### config.mk
export PLATFORM = sky130hd
export DESIGN_NAME = pic_inta_sequencer
export DESIGN_NICKNAME = d
export VERILOG_FILES = /design/src/rtl/pic_inta_sequencer.sv
export SDC_FILE = /design/constraint.sdc
export NUM_CORES = 1
export LEC_CHECK = 0
export ABC_CLOCK_PERIOD_IN_PS = 1750
export CELL_PAD_IN_SITES_DETAIL_PLACEMENT = 2
export CELL_PAD_IN_SITES_GLOBAL_PLACEMENT = 2
export CORE_ASPECT_RATIO = 1.2
export CORE_MARGIN = 1.5
export CORE_UTILIZATION = 26
export CTS_BUF_LIST = sky130_fd_sc_hd__clkbuf_4 sky130_fd_sc_hd__clkbuf_8
export CTS_CLUSTER_SIZE = 14
export DETAILED_ROUTE_END_ITERATION = 7
export PLACE_DENSITY_LB_ADDON = 0.1
export REMOVE_ABC_BUFFERS = 1
export SYNTH_ARGS = -nofsm -noshare
export SYNTH_HDL_FRONTEND = slang
export SYNTH_SLANG_ARGS = --single-unit
### constraint.sdc
create_clock -name clk -period 1.75 [get_ports clk]
set_input_delay 0.2625 -clock clk [delete_from_list [all_inputs] [get_ports clk]]
set_output_delay 0.2625 -clock clk [all_outputs]
set_load 0.05 [all_outputs]
### src/rtl/pic_inta_sequencer.sv
// 8259A-style interrupt-acknowledge sequencer: INT/INTA handshake, ISR ownership, EOI retirement.
// Optional PIC_AUTO_EOI_EN adds an aeoi input that retires ISR[L] at the end of the vector pulse.
module pic_inta_sequencer #(
   parameter int INTA_PULSES = 2
) (
   input  logic       clk,
   input  logic       reset,
   input  logic [7:0] interrupt,
   input  logic       inta_n,
   input  logic [4:0] vector_base,
   input  logic       eoi_valid,
   input  logic       eoi_specific,
   input  logic [2:0] eoi_level,
`ifdef PIC_AUTO_EOI_EN
   input  logic       aeoi,
`endif
   output logic       int_out,
   output logic [7:0] clear_irr,
   output logic [7:0] in_service_register,
   output logic [7:0] highest_level_in_service,
   output logic [7:0] data_out,
   output logic       data_oe
);

   localparam logic [2:0] IDLE  = 3'd0;
   localparam logic [2:0] REQ   = 3'd1;
   localparam logic [2:0] ACK1  = 3'd2;
   localparam logic [2:0] WAIT2 = 3'd3;
   localparam logic [2:0] VEC   = 3'd4;

   logic [2:0] state_q, state_d;
   logic       inta_q;
   logic [2:0] level_q, level_d;
   logic [7:0] isr_q, isr_d;
   logic [7:0] clear_irr_q, clear_irr_d;
   logic       int_out_q, int_out_d;
   logic [7:0] data_out_q, data_out_d;
   logic       data_oe_q, data_oe_d;
`ifdef PIC_AUTO_EOI_EN
   logic       spurious_q, spurious_d;
`endif

   logic       inta_fall, inta_rise;
   logic [7:0] set_mask, eoi_mask, aeoi_mask;

   function automatic logic [2:0] encode(input logic [7:0] onehot);
      encode = 3'd0;
      for (int i = 7; i >= 0; i--) begin
         if (onehot[i]) encode = 3'(i);
      end
   endfunction

   assign inta_fall = inta_q & ~inta_n;
   assign inta_rise = ~inta_q & inta_n;

   // Isolate the lowest-index set bit: highest priority under fixed ordering.
   assign highest_level_in_service = isr_q & (~isr_q + 8'd1);

   always_comb begin
      // NOTE: every _d starts from a default so no path leaves it unassigned (no latch).
      state_d     = state_q;
      level_d     = level_q;
      clear_irr_d = 8'h00;
      int_out_d   = int_out_q;
      data_out_d  = data_out_q;
      data_oe_d   = data_oe_q;
      set_mask    = 8'h00;
      aeoi_mask   = 8'h00;
`ifdef PIC_AUTO_EOI_EN
      spurious_d  = spurious_q;
`endif

      eoi_mask = 8'h00;
      if (eoi_valid) begin
         eoi_mask = eoi_specific ? (8'b1 << eoi_level) : highest_level_in_service;
      end

      case (state_q)
         IDLE: begin
            if (|interrupt) begin
               state_d   = REQ;
               int_out_d = 1'b1;
            end
         end
         REQ: begin
            if (inta_fall) begin
               int_out_d = 1'b0;
               if (|interrupt) begin
                  level_d     = encode(interrupt);
                  set_mask    = 8'b1 << level_d;
                  clear_irr_d = set_mask;
               end else begin
                  level_d = 3'd7;
               end
`ifdef PIC_AUTO_EOI_EN
               spurious_d = ~|interrupt;
`endif
               if (INTA_PULSES == 1) begin
                  state_d    = VEC;
                  data_out_d = {vector_base, level_d};
                  data_oe_d  = 1'b1;
               end else begin
                  state_d = ACK1;
               end
            end
         end
         ACK1: begin
            data_oe_d = 1'b0;
            if (inta_rise) state_d = WAIT2;
         end
         WAIT2: begin
            if (inta_fall) begin
               state_d    = VEC;
               data_out_d = {vector_base, level_q};
               data_oe_d  = 1'b1;
            end
         end
         VEC: begin
            if (inta_rise) begin
               state_d    = IDLE;
               data_out_d = 8'h00;
               data_oe_d  = 1'b0;
`ifdef PIC_AUTO_EOI_EN
               if (aeoi && !spurious_q) aeoi_mask = 8'b1 << level_q;
`endif
            end
         end
         default: state_d = IDLE;
      endcase

      // EOI is judged against the old ISR; a same-cycle set of the same bit survives.
      isr_d = (isr_q & ~eoi_mask & ~aeoi_mask) | set_mask;
   end

   always_ff @(posedge clk) begin
      // NOTE: non-blocking assignments so every flop samples pre-edge values.
      if (reset) begin
         state_q     <= IDLE;
         inta_q      <= 1'b1;
         level_q     <= 3'd0;
         isr_q       <= 8'h00;
         clear_irr_q <= 8'h00;
         int_out_q   <= 1'b0;
         data_out_q  <= 8'h00;
         data_oe_q   <= 1'b0;
`ifdef PIC_AUTO_EOI_EN
         spurious_q  <= 1'b0;
`endif
      end else begin
         state_q     <= state_d;
         inta_q      <= inta_n;
         level_q     <= level_d;
         isr_q       <= isr_d;
         clear_irr_q <= clear_irr_d;
         int_out_q   <= int_out_d;
         data_out_q  <= data_out_d;
         data_oe_q   <= data_oe_d;
`ifdef PIC_AUTO_EOI_EN
         spurious_q  <= spurious_d;
`endif
      end
   end

   assign int_out             = int_out_q;
   assign clear_irr           = clear_irr_q;
   assign in_service_register = isr_q;
   assign data_out            = data_out_q;
   assign data_oe             = data_oe_q;

endmodule

=== Word-level counts from Yosys, hierarchy flattened ===
Cells that the tools add are included.

* Add/sub/neg operators: 1
* $mul: 0
* Divide/modulo/power cells: 0
* Magnitude comparators: 0
* Eq/ne operators: 9
* Shifts and indexed selects: 2
* Mux-type cells: 32
* Bitwise gates (word level): 9
* Reductions and logical operators: 10

{| class="wikitable"
|+ Operators with widths
! operator !! number
|-
| 8-bit two-way mux || 7
|-
| 3-bit two-way mux || 17
|-
| 8-bit AND || 2
|-
| 8-bit inverter || 2
|-
| 8-bit case mux with 2 select lines || 1
|-
| 1-bit by 3-bit << shifter with 8-bit output (first input constant) || 2
|-
| 3-bit case mux with 5 select lines || 1
|-
| 2-bit inequality test (second input constant) || 5
|-
| 3-bit AND reduction || 3
|-
| 8-bit by 1-bit adder with 8-bit output (second input constant) || 1
|-
| 8-bit OR || 1
|-
| 8-bit OR reduction || 1
|-
| 3-bit by 2-bit equality test with 1-bit output (second input constant) || 2
|-
| 5-bit AND reduction || 1
|-
| 1-bit two-way mux || 4
|-
| 2-bit nonzero test || 2
|-
| 3-bit by 1-bit equality test with 1-bit output (second input constant) || 1
|-
| 3-bit equality test (second input constant) || 1
|-
| 3-bit logical NOT || 1
|-
| 1-bit case mux with 3 select lines || 1
|-
| 3-bit nonzero test || 1
|-
| 1-bit AND || 2
|-
| 1-bit inverter || 2
|-
| 1-bit case mux with 2 select lines || 1
|-
| 2-bit AND reduction || 1
|}

* Register bits after elaboration: 33
* Bits in latches: 0
* RAM bits: 0
* ROM bits: 0
* Input bits: 21
* Memories kept: 0

=== Logic depth before layout (Yosys ltp) ===
Gate-level depths: netlist of the first run.

* Depth after elaboration: 16
* Gate-level depth with buffers: 5

=== Worst setup path before layout of the first run ===
OpenSTA, ideal clock, no wires.

* Kind: register -> output
* Start point: register isr_q[2] (netlist: in_service_register[2])
* End point: output highest_level_in_service[7]
* Data arrival time: 2.685 ns
* Data required time: 1.487 ns
* Setup slack: -1.198 ns
* Stages on the path, launching flop included: 4
* Path buffers: 0
* Cells stage by stage: dfxtp_1 -> nor4_2 -> nand2_1 -> nor4b_1

* Cells in the longest elaborated chain, start to end: 3

{| class="wikitable"
|+ RTL lines
! what !! RTL line !! RTL
|-
| from (decl) || 34 || <nowiki>logic [7:0] isr_q, isr_d;</nowiki>
|-
| from (signal assigned) || 153 || <nowiki>isr_q <= isr_d;</nowiki>
|-
| 8-bit inverter || 57 || <nowiki>assign highest_level_in_service = isr_q & (~isr_q + 8'd1);</nowiki>
|-
| 8-bit by 1-bit adder with 8-bit output || 57 ||
|-
| 8-bit AND || 57 ||
|-
| to (decl) || 20 || <nowiki>output logic [7:0] highest_level_in_service,</nowiki>
|}

No other way between the ends.

=== Worst setup path in the final report of the first run ===
Ends and elaborated chain as after synthesis.

==> flow_metrics.py, run 1 <==
metrics = {
    "run_status": {
        "outcome": "complete, but fails checks",
        "failed_checks": "negative setup slack",
    },
    "timing": {
        "rsz0062_at_grt": "yes",
        "relSlewSlack": 0.654,
        "worst_slack_ps": -110,
        "drv_slew": 0,
        "post-route-period-util": 1.06,
        "fin_skew_ps": 6.00,
        "period_needed_ps": 1860,
        "max_freq_mhz": 538,
        "setup_viol": 2,
        "tightest_slew_ps": 517,
        "final_hold_viol_count": 0,
    },
    "synth": {
        "synth_top_area_frac": 0.436,
        "synthTopCellsByArea": "dfxtp_1 44%, a21oi_1 5.0%, nand2_1 4.2%",
        "yosysTopAreaCell": "dfxtp_1",
        "synth_edf_count": 0,
        "ys_types": 47,
        "syn_inst": 174,
        "ys_top_cells_by_count": "33 x dfxtp_1, 17 x nand2_1, 15 x a21oi_1",
        "yosysMostFrequentCell": "dfxtp_1",
        "synth_ff_type": "dfxtp_1",
        "synth-seq-cells": 33,
        "ys_warn_count": 0,
        "yosysSeqAreaShare": 0.436,
        "syn_area_um2": 1520,
        "synthArstFlopShare": 0,
        "postSynthAreaPerCell_um2": 8.72,
    },
    "finish": {
        "fin_util": 0.446,
        "area_growth_pct": 65.4,
        "final_layout_size_suffix_gt1_frac": 0.350,
        "nNetsFinal": 286,
        "num_antenna_cells": 0,
        "finalInstanceArea_um2": 2510,
        "fin_cells": 330,
    },
    "critical_path": {
        "worstPathRequired_ps": 1490,
        "worstSetupStartpointType": "flip-flop",
        "worstPathMaxFanout": 4,
        "arrival_ps": 1600,
        "cp-end-kind": "primary output",
        "critical_path_class": "reg2out",
    },
    "floorplanning": {
        "die_area_um2": 6300,
        "die_y_um": 86.7,
        "start_util": 0.269,
        "top_level_ports": 55,
        "core_area_um2": 5630,
        "core.rowCount": 30,
        "die_w_um": 72.7,
    },
    "global_route": {
        "grt_start_max_net_pins": 17,
        "overflow": 0,
        "track_usage": 0.193,
        "grt_antenna_before_repair": 0,
        "grt_first_pass_wirelength_um": 9420,
        "grt_pass1_vias": 1868,
    },
    "place": {
        "port_buffers": 54,
        "hpwl_um": 4730,
        "dpl_worst_slack_ps": -187,
        "dp.cells": 320,
        "place_area_um2": 2380,
        "gp_congestion": 0.902,
    },
    "pwr": {
        "power_density_nw_per_um2": 671,
        "cellLeakagePower_nw": 1.04,
        "p_total_mw": 1.68,
        "vdd_drop_max_mv": 0.381,
    },
    "routing": {
        "via_per_inst": 5.19,
        "avgRoutedWirePerCell_um": 17.6,
        "dr_total_vias": 1714,
        "firstDrtPassIters": 4,
        "postRouteAntennaNets": 0,
        "drtIter0Drc": 33,
        "remaining_drc_errors": 0,
        "routed_wl_um": 5820,
    },
    "clocking": {
        "root_buffer": "clkbuf_8",
        "clkSinkCount": 33,
        "cts_buffers": 5,
        "htreeDepth": 2,
        "path_clk_slew_ps": 70,
        "tritoncts": "built",
        "clock_latency_ps": 280,
        "cts_buffer_depth": 2,
        "hold_buffers": 0,
    },
    "worst_hold_path": {
        "hold_class": "reg2reg",
    },
    "run": {
        "maxCapViolCount": 0,
    },
}
cells in the final DEF (no fill, tap or decap), types with 3 or more instances in the layout:
master	netlist	final
buf_4	1	61
dfxtp_1	33	30
clkdlybuf4s50_1	0	23
nand2_1	17	16
a21oi_1	15	15
nor2_1	11	11
nand4_1	9	9
buf_12	0	7
inv_1	6	6
nor3_1	6	6
nor3b_1	5	5
nor2b_1	5	5
nand2b_1	5	5
o31ai_1	6	5
clkbuf_8	0	5
nand3_1	4	4
o21ai_0	4	4
nor4_1	4	3
a31o_1	3	3
dfxtp_2	0	3
registers in the layout, indices dropped and copies added (netlist names):
register and flops:
data_out 8, in_service_register 8, clear_irr 8, inta_q 1, int_out 1, data_oe 1, level_q 3, state_q 3
layer usage:
metal  share of wire  GRT usage  vias to the layer above
li1                -          -                      827
met4           0.026     0.0720                        0
met2            0.53      0.373                       53
met3           0.040     0.0267                       10
met5               0          0                        -
met1            0.40      0.208                      824
power by group:
part | switching [mW] | leakage, nW | internal (mW)
sequential | 0.0160 | 0.269 | 0.769
clock | 0.279 | 0.0484 | 0.291
combinational | 0.176 | 0.723 | 0.152
stage by stage:
stage / hold WS (ps) / setup TNS, ps
final: 462 / -200
after global routing: 483 / -398
after CTS: 466 / -239
after detailed placement: 455 / -1380
after global placement: 441 / -293
after floorplan: 332 / -4530
critical path, cell delays in order, from the launching register on:
cell and delay, ps:
dfxtp_2 320, nor4_2 250, buf_4 190, nand2_4 60
nor4b_2 210, buf_4 160, buf_12 120
final cells by class:
type	instances	area, µm²
Clock buffer	6	76.3
Clock inverter	2	10.0
Fill cell	621	3120
Inverter	6	22.5
Multi-Input combinational cell	128	827
Sequential cell	33	664
Tap cell	64	80.1
Timing Repair Buffer	91	828
worst paths after layout:
kind / cells after the start / to / slack, ps / from
hold reg to reg: 2 / data_out[4]$_SDFFE_PP0P_ / 460 / data_out[4]$_SDFFE_PP0P_
setup reg to reg: 5 / in_service_register[7]$_SDFF_PP0_ / 90 / in_service_register[2]$_SDFF_PP0_
hold / removal: 2 / data_out[4]$_SDFFE_PP0P_ / 460 / data_out[4]$_SDFFE_PP0P_
setup / recovery: 6 / highest_level_in_service[7] / -110 / in_service_register[2]$_SDFF_PP0_
logic make-up (layout without fill, tap and decap cells):
family          after synthesis  count (layout)  synth area share
simple gates                 83              83             0.320
compound gates               44              44             0.203
buf+inv                      13             105            0.0355
flops                        33              33             0.436
xor+xnor                      1               1           0.00578
what timing repair did:
| action | in CTS | in global routing |
|---|---|---|
| endpoints found under the setup margin | 3 | 5 |
| setup buffers | 2 | 0 |
| gates resized for setup | 6 | 2 |
| pin swaps | 3 | 1 |
(Power assumes the default switching activity.)
==> run 2, diff against run 1 <==
- ABC_CLOCK_PERIOD_IN_PS: 1750 -> 1900
- CORE_UTILIZATION: 26 -> 25
- CTS_BUF_LIST: sky130_fd_sc_hd__clkbuf_4 sky130_fd_sc_hd__clkbuf_8 -> unset
- clock period: 1.75 -> 1.9 ns (I/O delays scaled with it)
==> run 2 against run 1 <==
  * Flip-flop and latch count unchanged
  * Final area up 1.0%
  * The run now ends clean
  * Count of clock-buffer cells in the layout up 1
  * Clock power up 20%
  * Non-clock buffer count down 9
  * Final cell count up 2.1%
==> flow_metrics.py, run 2 (synthesis gave the netlist of run 1 again) <==
metrics = {
    "clocking": {
        "clock_latency_ps": 290,
        "cts_buffers": 5,
        "cts_buffer_depth": 2,
        "tritoncts": "built",
        "clkSinkCount": 33,
        "path_clk_slew_ps": 70,
        "htreeDepth": 2,
        "root_buffer": "clkbuf_8",
    },
    "floorplanning": {
        "start_util": 0.264,
        "die_y_um": 88.3,
        "core.rowCount": 30,
        "top_level_ports": 55,
        "core_area_um2": 5740,
        "die_w_um": 74.1,
        "die_area_um2": 6540,
    },
    "timing": {
        "post-route-period-util": 0.995,
        "fin_skew_ps": 6.17,
        "relSlewSlack": 0.615,
        "drv_slew": 0,
        "rsz0062_at_grt": "yes",
        "period_needed_ps": 1890,
        "tightest_slew_ps": 572,
        "max_freq_mhz": 529,
        "setup_viol": 0,
        "final_hold_viol_count": 0,
    },
    "run_status": {
        "outcome": "finished clean",
    },
    "routing": {
        "drtIter0Drc": 48,
        "dr_total_vias": 1665,
        "avgRoutedWirePerCell_um": 17.0,
        "firstDrtPassIters": 3,
        "postRouteAntennaNets": 0,
        "routed_wl_um": 5710,
        "via_per_inst": 4.94,
        "remaining_drc_errors": 0,
    },
    "pwr": {
        "vdd_drop_max_mv": 0.316,
        "p_total_mw": 1.69,
        "power_density_nw_per_um2": 668,
        "cellLeakagePower_nw": 0.987,
    },
    "critical_path": {
        "arrival_ps": 1610,
        "r2r_end": "in_service_register[7]$_SDFF_PP0_",
        "cp-end-kind": "primary output",
        "reg2regPathDepth": 5,
        "r2r_slack_ps": 190,
        "critical_path_class": "reg2out",
        "startpoint": "in_service_register[3]$_SDFF_PP0_",
        "worstSetupStartpointType": "flip-flop",
        "worstPathMaxFanout": 4,
        "crit_end": "highest_level_in_service[7]",
        "worstPathRequired_ps": 1620,
        "r2r_start": "in_service_register[3]$_SDFF_PP0_",
    },
    "global_route": {
        "track_usage": 0.183,
        "grt_pass1_vias": 1841,
        "overflow": 0,
        "grt_start_max_net_pins": 20,
        "grt_first_pass_wirelength_um": 8940,
        "grt_antenna_before_repair": 0,
    },
    "place": {
        "hpwl_um": 4400,
        "gp_congestion": 0.820,
        "place_area_um2": 2370,
        "port_buffers": 54,
    },
    "finish": {
        "regArea_um2": 664,
        "finalInstanceArea_um2": 2530,
        "final_layout_size_suffix_gt1_frac": 0.230,
        "final_cell_mix": "42 x clkdlybuf4s50_1, 32 x dfxtp_1, 32 x buf_4, 16 x nand2_1, 15 x a21oi_1",
        "num_antenna_cells": 0,
        "fill_cells": 630,
        "final_common_cell": "clkdlybuf4s50_1",
        "nNetsFinal": 277,
        "area_growth_pct": 67.1,
        "multi_input_area_um2": 828,
    },
    "run": {
        "maxCapViolCount": 0,
    },
    "worst_hold_path": {
        "hold_class": "reg2reg",
    },
}
[run 2: changes by cell type in the layout (fill, tap and decap cells not counted), moves of 2 or more]
| cell | before | now |
|---|---|---|
| buf_4 | 61 | 32 |
| clkdlybuf4s50_1 | 23 | 42 |
| dfxtp_2 | 3 | 0 |
| clkinv_2 | 2 | 0 |
| dfxtp_1 | 30 | 32 |
| nor4_2 | 2 | 0 |
[run 2: worst min path at each step]
stage	from	endpoint	slack [ps]	cells after the start
floorplan	reset	data_out[0]$_SDFFE_PP0P_	350	1
global placement	data_out[4]$_SDFFE_PP0P_	data_out[4]$_SDFFE_PP0P_	440	2
detailed placement	data_out[3]$_SDFFE_PP0P_	data_out[3]$_SDFFE_PP0P_	460	2
CTS	data_out[3]$_SDFFE_PP0P_	data_out[3]$_SDFFE_PP0P_	470	2
global route	data_out[0]$_SDFFE_PP0P_	data_out[0]$_SDFFE_PP0P_	490	2
finish	data_out[7]$_SDFFE_PP0P_	data_out[7]$_SDFFE_PP0P_	460	2
[run 2: where the power goes]
| part | leakage [nW] | internal [mW] | switching (mW) |
|---|---|---|---|
| Clock | 0.0585 | 0.427 | 0.258 |
| Combinational | 0.661 | 0.129 | 0.153 |
| Sequential | 0.268 | 0.707 | 0.0193 |
[run 2: timing repair]
item	CTS	global route
endpoints found under the setup margin	3	6
hold buffers	0	0
endpoints found under the hold margin	0	0
gates resized for setup	5	4
pin swaps	1	3
buffers inserted	1	3
[run 2: final cells by class]
type	count	share of cell area
clock buffer	7	0.0341
clock inverter	1	0.0119
inverter	6	0.00889
multi-input combinational	128	0.327
sequential	33	0.262
tap	80	0.0395
timing repair buffer	82	0.317
[run 2: worst max-delay path: stages (launching register included)]
cell and delay (ps):
dfxtp_4 360, nor4_4 320, nand2_2 130, nor4b_2 220
buf_4 150, buf_12 120
[run 2: layer usage]
metal	GRT usage	routed length (µm)
met5	0	0
met2	0.357	3230
met1	0.186	2180
met3	0.0364	247
met4	0.0690	58
[run 2: stage by stage]
stage                     setup slack [ps]  TNS [ps]  hold WS [ps]  cells  utilization
after detailed placement             -7.28     -7.28           455    327        0.413
after global placement                41.6         0           440    327        0.413
after floorplan                      -1280     -3380           354    167            -
after global routing                  -111      -162           493    337        0.441
final                                 9.57         0           463    337        0.441
after CTS                            -44.3     -44.3           469    336        0.438
